## src/rtl/instr_encoder_pkg.sv

```systemverilog
// Shared definitions for the RV32I instruction encoder.
// - imm_src_e     : immediate format select, same encoding as the datapath immSrc
// - OP_*          : RV32I major opcodes used by the test-program loader
// - IMM_*_MIN/MAX : legal signed immediate range for each format
package instr_encoder_pkg;

  typedef enum logic [1:0] {
    IMM_I = 2'b00,
    IMM_S = 2'b01,
    IMM_B = 2'b10,
    IMM_J = 2'b11
  } imm_src_e;

  localparam logic [6:0] OP_IMM = 7'b0010011;
  localparam logic [6:0] LOAD   = 7'b0000011;
  localparam logic [6:0] STORE  = 7'b0100011;
  localparam logic [6:0] BRANCH = 7'b1100011;
  localparam logic [6:0] JAL    = 7'b1101111;
  localparam logic [6:0] JALR   = 7'b1100111;

  localparam int IMM_I_MIN = -2048;
  localparam int IMM_I_MAX = 2047;
  localparam int IMM_S_MIN = -2048;
  localparam int IMM_S_MAX = 2047;
  localparam int IMM_B_MIN = -4096;
  localparam int IMM_B_MAX = 4094;
  localparam int IMM_J_MIN = -1048576;
  localparam int IMM_J_MAX = 1048574;

  // True when a signed immediate lies outside [lo, hi].
  function automatic logic out_of_range(input logic signed [31:0] v, input int lo, input int hi);
    return (v < lo) || (v > hi);
  endfunction

endpackage

```

## src/rtl/instr_encoder_if.sv

```systemverilog
// Bus bundle for instr_encoder.
// Input side : in_valid/in_ready handshake plus decoded fields (immSrc, opcode, rd,
//              funct3, rs1, rs2, imm).
// Output side: out_valid/out_ready handshake plus instr, out_addr, out_err.
// Status     : err_sticky, err_clear, count.
// Handshake rule: a transfer happens on a rising clk edge where valid and ready are
// both high; a producer holding valid keeps its payload stable until that edge, and
// ready never depends combinationally on the same side's valid.
interface instr_encoder_if #(
  parameter int CNT_W = 16
) ();
  logic             in_valid;
  logic             in_ready;
  logic [1:0]       immSrc;
  logic [6:0]       opcode;
  logic [4:0]       rd;
  logic [2:0]       funct3;
  logic [4:0]       rs1;
  logic [4:0]       rs2;
  logic [31:0]      imm;
  logic             out_valid;
  logic             out_ready;
  logic [31:0]      instr;
  logic [31:0]      out_addr;
  logic             out_err;
  logic             err_sticky;
  logic             err_clear;
  logic [CNT_W-1:0] count;

  // Driver side (test-program generator / bench).
  modport master (
    output in_valid, immSrc, opcode, rd, funct3, rs1, rs2, imm, out_ready, err_clear,
    input  in_ready, out_valid, instr, out_addr, out_err, err_sticky, count
  );

  // Encoder side.
  modport slave (
    input  in_valid, immSrc, opcode, rd, funct3, rs1, rs2, imm, out_ready, err_clear,
    output in_ready, out_valid, instr, out_addr, out_err, err_sticky, count
  );
endinterface

```

## src/rtl/instr_pack.sv

```systemverilog
// Purely combinational RV32I packer: places the immediate and register fields of an
// I/S/B/J instruction and flags immediates that are out of range or misaligned.
// Ports: imm_src, opcode, rd, funct3, rs1, rs2, imm in; instr, err out.
// An erroneous immediate is still packed from its low bits.
module instr_pack
  import instr_encoder_pkg::*;
(
  input  logic [1:0]  imm_src,
  input  logic [6:0]  opcode,
  input  logic [4:0]  rd,
  input  logic [2:0]  funct3,
  input  logic [4:0]  rs1,
  input  logic [4:0]  rs2,
  input  logic [31:0] imm,
  output logic [31:0] instr,
  output logic        err
);
  always_comb begin
    instr = 32'h0;
    err   = 1'b0;
    unique case (imm_src_e'(imm_src))
      IMM_I: begin
        instr = {imm[11:0], rs1, funct3, rd, opcode};
        err   = out_of_range(imm, IMM_I_MIN, IMM_I_MAX);
      end
      IMM_S: begin
        instr = {imm[11:5], rs2, rs1, funct3, imm[4:0], opcode};
        err   = out_of_range(imm, IMM_S_MIN, IMM_S_MAX);
      end
      IMM_B: begin
        instr = {imm[12], imm[10:5], rs2, rs1, funct3, imm[4:1], imm[11], opcode};
        err   = out_of_range(imm, IMM_B_MIN, IMM_B_MAX) | imm[0];
      end
      IMM_J: begin
        instr = {imm[20], imm[10:1], imm[11], imm[19:12], rd, opcode};
        err   = out_of_range(imm, IMM_J_MIN, IMM_J_MAX) | imm[0];
      end
      default: begin
        instr = 32'h0;
        err   = 1'b0;
      end
    endcase
  end
endmodule

```

## src/rtl/instr_encoder.sv

```systemverilog
// Two-stage valid/ready RV32I instruction encoder for the test-program loader.
// S1 registers the decoded fields; instr_pack packs them and checks the immediate.
// S2 is the output register holding instr, its address and its error flag.
// Ports: clk, reset (async, active-high), bus (instr_encoder_if.slave).
// Addresses advance by 4 for every word loaded into S2; count advances per output
// handshake; err_sticky records any handed-off erroneous word until err_clear.
module instr_encoder
  import instr_encoder_pkg::*;
#(
  parameter logic [31:0] BASE_ADDR = 32'h0000_0000,
  parameter int          CNT_W     = 16
) (
  input  logic           clk,
  input  logic           reset,
  instr_encoder_if.slave bus
);
  logic             s1_valid_q, s1_valid_d;
  logic [1:0]       s1_src_q, s1_src_d;
  logic [6:0]       s1_opcode_q, s1_opcode_d;
  logic [4:0]       s1_rd_q, s1_rd_d;
  logic [2:0]       s1_funct3_q, s1_funct3_d;
  logic [4:0]       s1_rs1_q, s1_rs1_d;
  logic [4:0]       s1_rs2_q, s1_rs2_d;
  logic [31:0]      s1_imm_q, s1_imm_d;
  logic             s2_valid_q, s2_valid_d;
  logic [31:0]      s2_instr_q, s2_instr_d;
  logic [31:0]      s2_addr_q, s2_addr_d;
  logic             s2_err_q, s2_err_d;
  logic [31:0]      next_addr_q, next_addr_d;
  logic [CNT_W-1:0] count_q, count_d;
  logic             err_sticky_q, err_sticky_d;

  logic        in_ready, in_fire, out_fire, s2_load;
  logic [31:0] pack_instr;
  logic        pack_err;

  instr_pack u_pack (
    .imm_src (s1_src_q),
    .opcode  (s1_opcode_q),
    .rd      (s1_rd_q),
    .funct3  (s1_funct3_q),
    .rs1     (s1_rs1_q),
    .rs2     (s1_rs2_q),
    .imm     (s1_imm_q),
    .instr   (pack_instr),
    .err     (pack_err)
  );

  // S1 may refill in the same cycle it drains into S2, so in_ready looks at
  // out_ready (through s2_load) but never at in_valid.
  always_comb begin
    out_fire = s2_valid_q & bus.out_ready;
    s2_load  = s1_valid_q & (~s2_valid_q | bus.out_ready);
    in_ready = ~s1_valid_q | s2_load;
    in_fire  = bus.in_valid & in_ready;
  end

  always_comb begin
    s1_valid_d   = s1_valid_q;
    s1_src_d     = s1_src_q;
    s1_opcode_d  = s1_opcode_q;
    s1_rd_d      = s1_rd_q;
    s1_funct3_d  = s1_funct3_q;
    s1_rs1_d     = s1_rs1_q;
    s1_rs2_d     = s1_rs2_q;
    s1_imm_d     = s1_imm_q;
    s2_valid_d   = s2_valid_q;
    s2_instr_d   = s2_instr_q;
    s2_addr_d    = s2_addr_q;
    s2_err_d     = s2_err_q;
    next_addr_d  = next_addr_q;
    count_d      = count_q;
    err_sticky_d = err_sticky_q;

    if (in_fire) begin
      s1_valid_d  = 1'b1;
      s1_src_d    = bus.immSrc;
      s1_opcode_d = bus.opcode;
      s1_rd_d     = bus.rd;
      s1_funct3_d = bus.funct3;
      s1_rs1_d    = bus.rs1;
      s1_rs2_d    = bus.rs2;
      s1_imm_d    = bus.imm;
    end else if (s2_load) begin
      s1_valid_d = 1'b0;
    end

    if (s2_load) begin
      s2_valid_d  = 1'b1;
      s2_instr_d  = pack_instr;
      s2_err_d    = pack_err;
      s2_addr_d   = next_addr_q;
      next_addr_d = next_addr_q + 32'd4;
    end else if (out_fire) begin
      s2_valid_d = 1'b0;
    end

    if (out_fire) begin
      count_d = count_q + {{(CNT_W-1){1'b0}}, 1'b1};
    end

    // A set in the same cycle as a clear must win.
    if (out_fire && s2_err_q) begin
      err_sticky_d = 1'b1;
    end else if (bus.err_clear) begin
      err_sticky_d = 1'b0;
    end
  end

  always_ff @(posedge clk or posedge reset) begin
    if (reset) begin
      s1_valid_q   <= 1'b0;
      s1_src_q     <= 2'b00;
      s1_opcode_q  <= 7'h0;
      s1_rd_q      <= 5'h0;
      s1_funct3_q  <= 3'h0;
      s1_rs1_q     <= 5'h0;
      s1_rs2_q     <= 5'h0;
      s1_imm_q     <= 32'h0;
      s2_valid_q   <= 1'b0;
      s2_instr_q   <= 32'h0;
      s2_addr_q    <= BASE_ADDR;
      s2_err_q     <= 1'b0;
      next_addr_q  <= BASE_ADDR;
      count_q      <= '0;
      err_sticky_q <= 1'b0;
    end else begin
      s1_valid_q   <= s1_valid_d;
      s1_src_q     <= s1_src_d;
      s1_opcode_q  <= s1_opcode_d;
      s1_rd_q      <= s1_rd_d;
      s1_funct3_q  <= s1_funct3_d;
      s1_rs1_q     <= s1_rs1_d;
      s1_rs2_q     <= s1_rs2_d;
      s1_imm_q     <= s1_imm_d;
      s2_valid_q   <= s2_valid_d;
      s2_instr_q   <= s2_instr_d;
      s2_addr_q    <= s2_addr_d;
      s2_err_q     <= s2_err_d;
      next_addr_q  <= next_addr_d;
      count_q      <= count_d;
      err_sticky_q <= err_sticky_d;
    end
  end

  assign bus.in_ready   = in_ready;
  assign bus.out_valid  = s2_valid_q;
  assign bus.instr      = s2_instr_q;
  assign bus.out_addr   = s2_addr_q;
  assign bus.out_err    = s2_err_q;
  assign bus.err_sticky = err_sticky_q;
  assign bus.count      = count_q;

endmodule

```

## src/flat_wrapper.sv

```systemverilog
// flat-port wrapper written by rule: the top's interface ports become plain ports
module instr_encoder_flat import instr_encoder_pkg::*;
#(
  parameter logic [31:0] BASE_ADDR = 32'h0000_0000,
  parameter int          CNT_W     = 16
)
  (clk, reset, bus_in_valid, bus_immSrc, bus_opcode, bus_rd, bus_funct3, bus_rs1, bus_rs2, bus_imm, bus_out_ready, bus_err_clear, bus_in_ready, bus_out_valid, bus_instr, bus_out_addr, bus_out_err, bus_err_sticky, bus_count);
  instr_encoder_if #(.CNT_W(CNT_W)) bus_i ();
  input  logic clk;
  input  logic reset;
  input wire logic [$bits(bus_i.in_valid)-1:0] bus_in_valid;
  input wire logic [$bits(bus_i.immSrc)-1:0] bus_immSrc;
  input wire logic [$bits(bus_i.opcode)-1:0] bus_opcode;
  input wire logic [$bits(bus_i.rd)-1:0] bus_rd;
  input wire logic [$bits(bus_i.funct3)-1:0] bus_funct3;
  input wire logic [$bits(bus_i.rs1)-1:0] bus_rs1;
  input wire logic [$bits(bus_i.rs2)-1:0] bus_rs2;
  input wire logic [$bits(bus_i.imm)-1:0] bus_imm;
  input wire logic [$bits(bus_i.out_ready)-1:0] bus_out_ready;
  input wire logic [$bits(bus_i.err_clear)-1:0] bus_err_clear;
  output wire logic [$bits(bus_i.in_ready)-1:0] bus_in_ready;
  output wire logic [$bits(bus_i.out_valid)-1:0] bus_out_valid;
  output wire logic [$bits(bus_i.instr)-1:0] bus_instr;
  output wire logic [$bits(bus_i.out_addr)-1:0] bus_out_addr;
  output wire logic [$bits(bus_i.out_err)-1:0] bus_out_err;
  output wire logic [$bits(bus_i.err_sticky)-1:0] bus_err_sticky;
  output wire logic [$bits(bus_i.count)-1:0] bus_count;
  assign bus_i.in_valid = bus_in_valid;
  assign bus_i.immSrc = bus_immSrc;
  assign bus_i.opcode = bus_opcode;
  assign bus_i.rd = bus_rd;
  assign bus_i.funct3 = bus_funct3;
  assign bus_i.rs1 = bus_rs1;
  assign bus_i.rs2 = bus_rs2;
  assign bus_i.imm = bus_imm;
  assign bus_i.out_ready = bus_out_ready;
  assign bus_i.err_clear = bus_err_clear;
  assign bus_in_ready = bus_i.in_ready;
  assign bus_out_valid = bus_i.out_valid;
  assign bus_instr = bus_i.instr;
  assign bus_out_addr = bus_i.out_addr;
  assign bus_out_err = bus_i.out_err;
  assign bus_err_sticky = bus_i.err_sticky;
  assign bus_count = bus_i.count;
  instr_encoder #(.BASE_ADDR(BASE_ADDR), .CNT_W(CNT_W)) u_core (.clk(clk), .reset(reset), .bus(bus_i));
endmodule
```

## config.mk

```make
export PLATFORM = sky130hd
export DESIGN_NAME = instr_encoder_flat
export DESIGN_NICKNAME = d
export VERILOG_FILES = /design/src/rtl/instr_encoder_pkg.sv /design/src/rtl/instr_encoder_if.sv /design/src/rtl/instr_pack.sv /design/src/rtl/instr_encoder.sv /design/src/flat_wrapper.sv
export SDC_FILE = /design/constraint.sdc
export NUM_CORES = 1
export LEC_CHECK = 0
export ABC_AREA = 1
export CAP_MARGIN = 40
export CORE_MARGIN = 4
export CORE_UTILIZATION = 54
export CTS_BUF_LIST = sky130_fd_sc_hd__clkbuf_4 sky130_fd_sc_hd__clkbuf_8
export DETAILED_ROUTE_END_ITERATION = 10
export MAX_ROUTING_LAYER = met4
export PLACE_DENSITY = 0.82
export SYNTH_ARGS = -nofsm -noshare
export SYNTH_HDL_FRONTEND = slang
export SYNTH_HIERARCHICAL = 1
export SYNTH_SLANG_ARGS = --single-unit
```

## constraint.sdc

```tcl
create_clock -name clk -period 8.9 [get_ports clk]
set_input_delay 2.67 -clock clk [delete_from_list [all_inputs] [get_ports clk]]
set_output_delay 2.67 -clock clk [all_outputs]
set_load 0.01 [all_outputs]
```

---- Yosys cells after proc, flatten, opt, wreduce, memory -nomap -nowiden ----
Index checks and enable logic that the tools add are counted.
cells by class
  add/subtract/negate cells ............... 2
  $mul .................................... 0
  divide/modulo/power cells ............... 0
  $lt $le $gt $ge ......................... 6
  equality and inequality tests ........... 3
  shift operators ......................... 0
  muxes and demuxes ....................... 8
  bitwise gates (word level) .............. 9
  reductions and logical operators ........ 9
operator list
  kind                   number
  $pmux 32 s4            1
  $add 32x3->32 const B  1
  $gt 32x12->1 const B   1
  $gt 32x13->1 const B   1
  $gt 32x21->1 const B   1
  $lt 32x12->1 const B   1
  $lt 32x13->1 const B   1
  $lt 32x21->1 const B   1
  $add 16x1->16 const B  1
  $mux 1                 6
  $reduce_bool 2->1      3
  $eq 2x2->1 const B     2
  $or 1x1->1             4
  $and 1x1->1            3
  $logic_or 1x1->1       3
  $pmux 1 s3             1
  $eq 2x1->1 const B     1
  $logic_not 2->1        1
  $not 1->1              2
  $reduce_or 2->1        1
  $logic_and 1x1->1      1
word-level totals
  flip-flop bits (word level) ............. 175
  bits in latches ......................... 0
  RAM bits ................................ 0
  bits in read-only memories .............. 0
  input bits .............................. 64
  output and inout bits ................... 84
  memories kept ........................... 0

---- Depth between registers and ports, before layout ----
  word-level depth ........................ 6
  gate-level depth with buffers ........... 12
  depth with buffers taken out ............ 12

---- By module ----
Netlist, hierarchy kept.
modules (own cells, without submodules)
  module         instances  cells each  area each (µm²)  sequential area each (µm²)
  instr_encoder  1          704         7244.4           4279.1
  instr_pack     1          180         834.6            0.0

---- Worst setup path before layout ----
No wires, ideal clock.
  path kind ............................... input port to output port
  from .................................... input port bus_out_ready
  to ...................................... output port bus_in_ready
  arrival ................................. 2855 ps
  path slack .............................. 3375 ps
  stages .................................. 2
  path buffers ............................ 0
  cell sequence ........................... inv_2 > nand3_2
between the ends
  cells in the longest elaborated chain, start to end .. 3
ends and longest elaborated chain
  element          RTL line             source
  start, declared  flat_wrapper.sv:19   input wire logic [$bits(bus_i.out_ready)-1:0] bus_out_ready;
  $or 1x1->1       instr_encoder.sv:53  s2_load = s1_valid_q & (~s2_valid_q | bus.out_ready);
  $and 1x1->1      instr_encoder.sv:53
  $or 1x1->1       instr_encoder.sv:54  in_ready = ~s1_valid_q | s2_load;
  end, declared    flat_wrapper.sv:21   output wire logic [$bits(bus_i.in_ready)-1:0] bus_in_ready;
Every way passes these cells.

---- Worst setup path in the final report ----
Same ends and word-level chain as after synthesis.

==> results.md <==
- Avg Vias per Cell: 4.97
- Mapped cell area: 8080 um^2
- Fraction of layout cells with a size suffix above 1: 0.131
- Slew Limit Fails: 0
- DP Area: 9530 um^2
- Ys async rst share: 1.00
- Skew final: 0.0118 ns
- Drt total wl: 17.1 mm
- Worst EP arrival: 3.95 ns
- Gpl congestion: 0.897
- Nature of the critical path endpoint: primary output
- Most instantiated cells after synthesis: nand2_1, dfrtp_1, nor2_1
- Fin crit share: 0.744
- CTS tree: done
- Chip width: 130 um
- FP Rows: 44
- Area Growth Syn to Fin: 22.6%
- Clock Sinks: 171
- Max Cap Viol: 0
- Final core occ: 0.679
- Top delay family on crit path: buffers and inverters
- Core box area: 14,600 um^2
- Avg Cell Area, Syn: 9.14 um^2
- Top FF cell, synth: dfrtp_1
- Final Critical Period: 6.62 ns
- Bufs on Longest Clock Path: 2
- Post-CTS sizing: 0
- Antenna Nets Post-Route: 0
- Total Neg Setup Slack: 0 ns
- Yosys reg bits: 171
- # IOs: 148
- Hold WS: 0.470 ns
- H-tree lvl count: 4
- DRT Pass-1 Iters: 5
- Initial Util: 0.554
- FMAX: 151 MHz
- Cell-internal power: 1460 uW
- Unrepaired setup endpoints after global routing: no
- Die height: 130 um
- Status: completed
- TritonCTS Buffers: 17
- Vias in the first global route: 5,897
- Most numerous cell in the Yosys netlist: nand2_1
- Ranking of synthesized cells by area: dfrtp_1, nand2_1, mux2_2
- Worst-Skew Late Latency: 0.45 ns
- R2R Setup Slk: 6.96 ns
- Worst min path class: flop to flop
- Pre-CTS WS: 2.28 ns
- # DRC: 0
- Largest net degree at the start of global routing: 91
- Fillers: 1,168
- Slowest stage delay, CP: 0.55 ns
- Root Buffer: clkbuf_8
- Critical-path cell list: clkdlybuf4s50_1 > inv_2 > nand3_2 > clkdlybuf4s50_1
- Ys Warns: 6
- Initial antenna violation count: 0
- Cell taking the most area after synthesis: dfrtp_1
- Seq/Total Area, Yosys: 0.530
- Peak VDD IR: 0.106 mV
- Final hold viol count: 0
- Sw power: 653 uW
- Antenna cell count: 0
- Comb pwr share: 0.266
- Crit-path most repeated cell: clkdlybuf4s50_1
- Sequential Area: 4280 um^2
- Area of the multi-input gates: 3200 um^2
- Worst slew pin tran: 0.824 ns
- CP max FO: 3
- Slew HR: 0.450
- Clock network power share: 0.242
- CP Class: input pin to primary output
- Synth top area share: 0.530
- Detailed Route Iter0 Violations: 375
- Average routed wire per standard cell: 14.1 um
- Fin area: 9900 um^2
- Clk slew on worst S/H paths: 0.09 ns
- Sw Ratio: 0.310
- DR vias: 6,024
- Post-CTS Setup Repair Bufs: 0
- DP HPWL: 12.4 mm
- CP required: 6.23 ns
- Worst setup margin: 2.28 ns
- Yosys cell types: 35
- Mapped Cells: 884
- Final nets: 1,081
- Leakage Power: 0.00473 uW
- Critical path's slowest cell: clkdlybuf4s50_1
- Setup violators final: 0
- Die area: 17,000 um^2
- Share of power burned in registers: 0.492
- First-pass GRT wire length: 28.3 mm
- Power per cell area: 213 nW/um^2
- Crit path launch type: input pin
- Number of synthesized flops with an enable pin: 0
- GRT overflow: 0
- Hold buffers post-CTS: 0
- Total GRT Usage: 0.219
- Port bufs: 145
- WP buf/inv: 3
==> layout by cell type, fill, tap and decap left out, types with 2 or more instances in the layout <==
cell,count
clkinv_2,3
xor2_1,21
dfrtp_1,171
clkbuf_8,18
nand3_2,3
nand3_1,34
nand2_2,6
nand2_4,6
ha_1,2
nor2_1,74
clkdlybuf4s50_1,145
o21ai_0,25
o221ai_1,2
inv_2,6
xnor2_1,10
clkinvlp_4,2
o21ai_1,2
clkinv_4,4
nor3_1,3
clkbuf_4,4
buf_16,2
nor2_4,6
nand4_1,10
mux2_2,61
a21oi_1,2
inv_1,72
buf_4,2
nand2_1,313
conb_1,2
nor2_2,6
==> logic make-up after synthesis <==
| family | count (synthesis) | share of synthesized area |
|---|---|---|
| XOR/XNOR | 31 | 0.0336 |
| multiplexers | 63 | 0.0883 |
| flip-flops | 171 | 0.530 |
| AND/OR/NAND/NOR | 466 | 0.247 |
| buffers and inverters | 117 | 0.0760 |
| AO/OA/AOI/OAI | 33 | 0.0223 |
| other | 1 | 0.000464 |
| adder cells (fa/ha/maj) | 2 | 0.00310 |
==> worst register-to-register path, delay by kind of cell (launching register included) <==
kind | cells | cell delay [ns]
simple gates | 4 | 0.63
buf+inv | 2 | 0.56
flops | 1 | 0.49
compound gates | 1 | 0.18
==> layout make-up <==
cell class	count	share of cell area
inverters	79	0.0305
well taps	184	0.0232
clock buffers	22	0.0281
clock inverters	10	0.00960
multi-input cells	597	0.323
repair buffers	149	0.154
flip-flops and latches	171	0.432
==> power by group through the flow <==
stage | Combinational [uW] | Clock (uW) | Sequential (uW)
after CTS | 569 | 527 | 1040
after global placement | 548 | 0 | 1050
after detailed placement | 568 | 0 | 1050
after floorplan | 285 | 0 | 1070
after global routing | 620 | 561 | 1060
final | 561 | 510 | 1040
==> stage by stage <==
stage	power (uW)	cells
after floorplan	1350	885
after global routing	2240	1212
after global placement	1590	1178
after CTS	2130	1212
after detailed placement	1620	1180
final	2110	1212
==> flip-flops by register name (all words and copies together) (netlist names), 2 cells and up <==
register / flops
u_core/bus.count: 16
u_core/bus.instr: 32
u_core/bus.out_addr: 30
u_core/next_addr_q: 30
u_core/s1_funct3_q: 3
u_core/s1_imm_q: 32
u_core/s1_opcode_q: 7
u_core/s1_rd_q: 5
u_core/s1_rs1_q: 5
u_core/s1_rs2_q: 5
u_core/s1_src_q: 2
==> layer usage <==
metal / global-route usage / up-vias / routed length (um)
li1: - / 3012 / -
met1: 0.280 / 2819 / 7700
met2: 0.344 / 177 / 8120
met3: 0.0553 / 16 / 1000
met4: 0.0727 / 0 / 268
met5: - / - / 0
==> final timing paths <==
check                                       from                 endpoint  cells past startpoint
max                                bus_out_ready             bus_in_ready                      4
min                        u_core/s1_opcode_q[3]      u_core/bus.instr[3]                      2
max reg2reg                 u_core/bus.out_valid   u_core/next_addr_q[20]                      7
min reg2reg                u_core/s1_opcode_q[3]      u_core/bus.instr[3]                      2
max in group asynchronous                  reset  u_core/bus.out_addr[11]                      4
min in group asynchronous                  reset      u_core/bus.instr[1]                      2
Note: power is estimated with default switching activity, not from simulation.
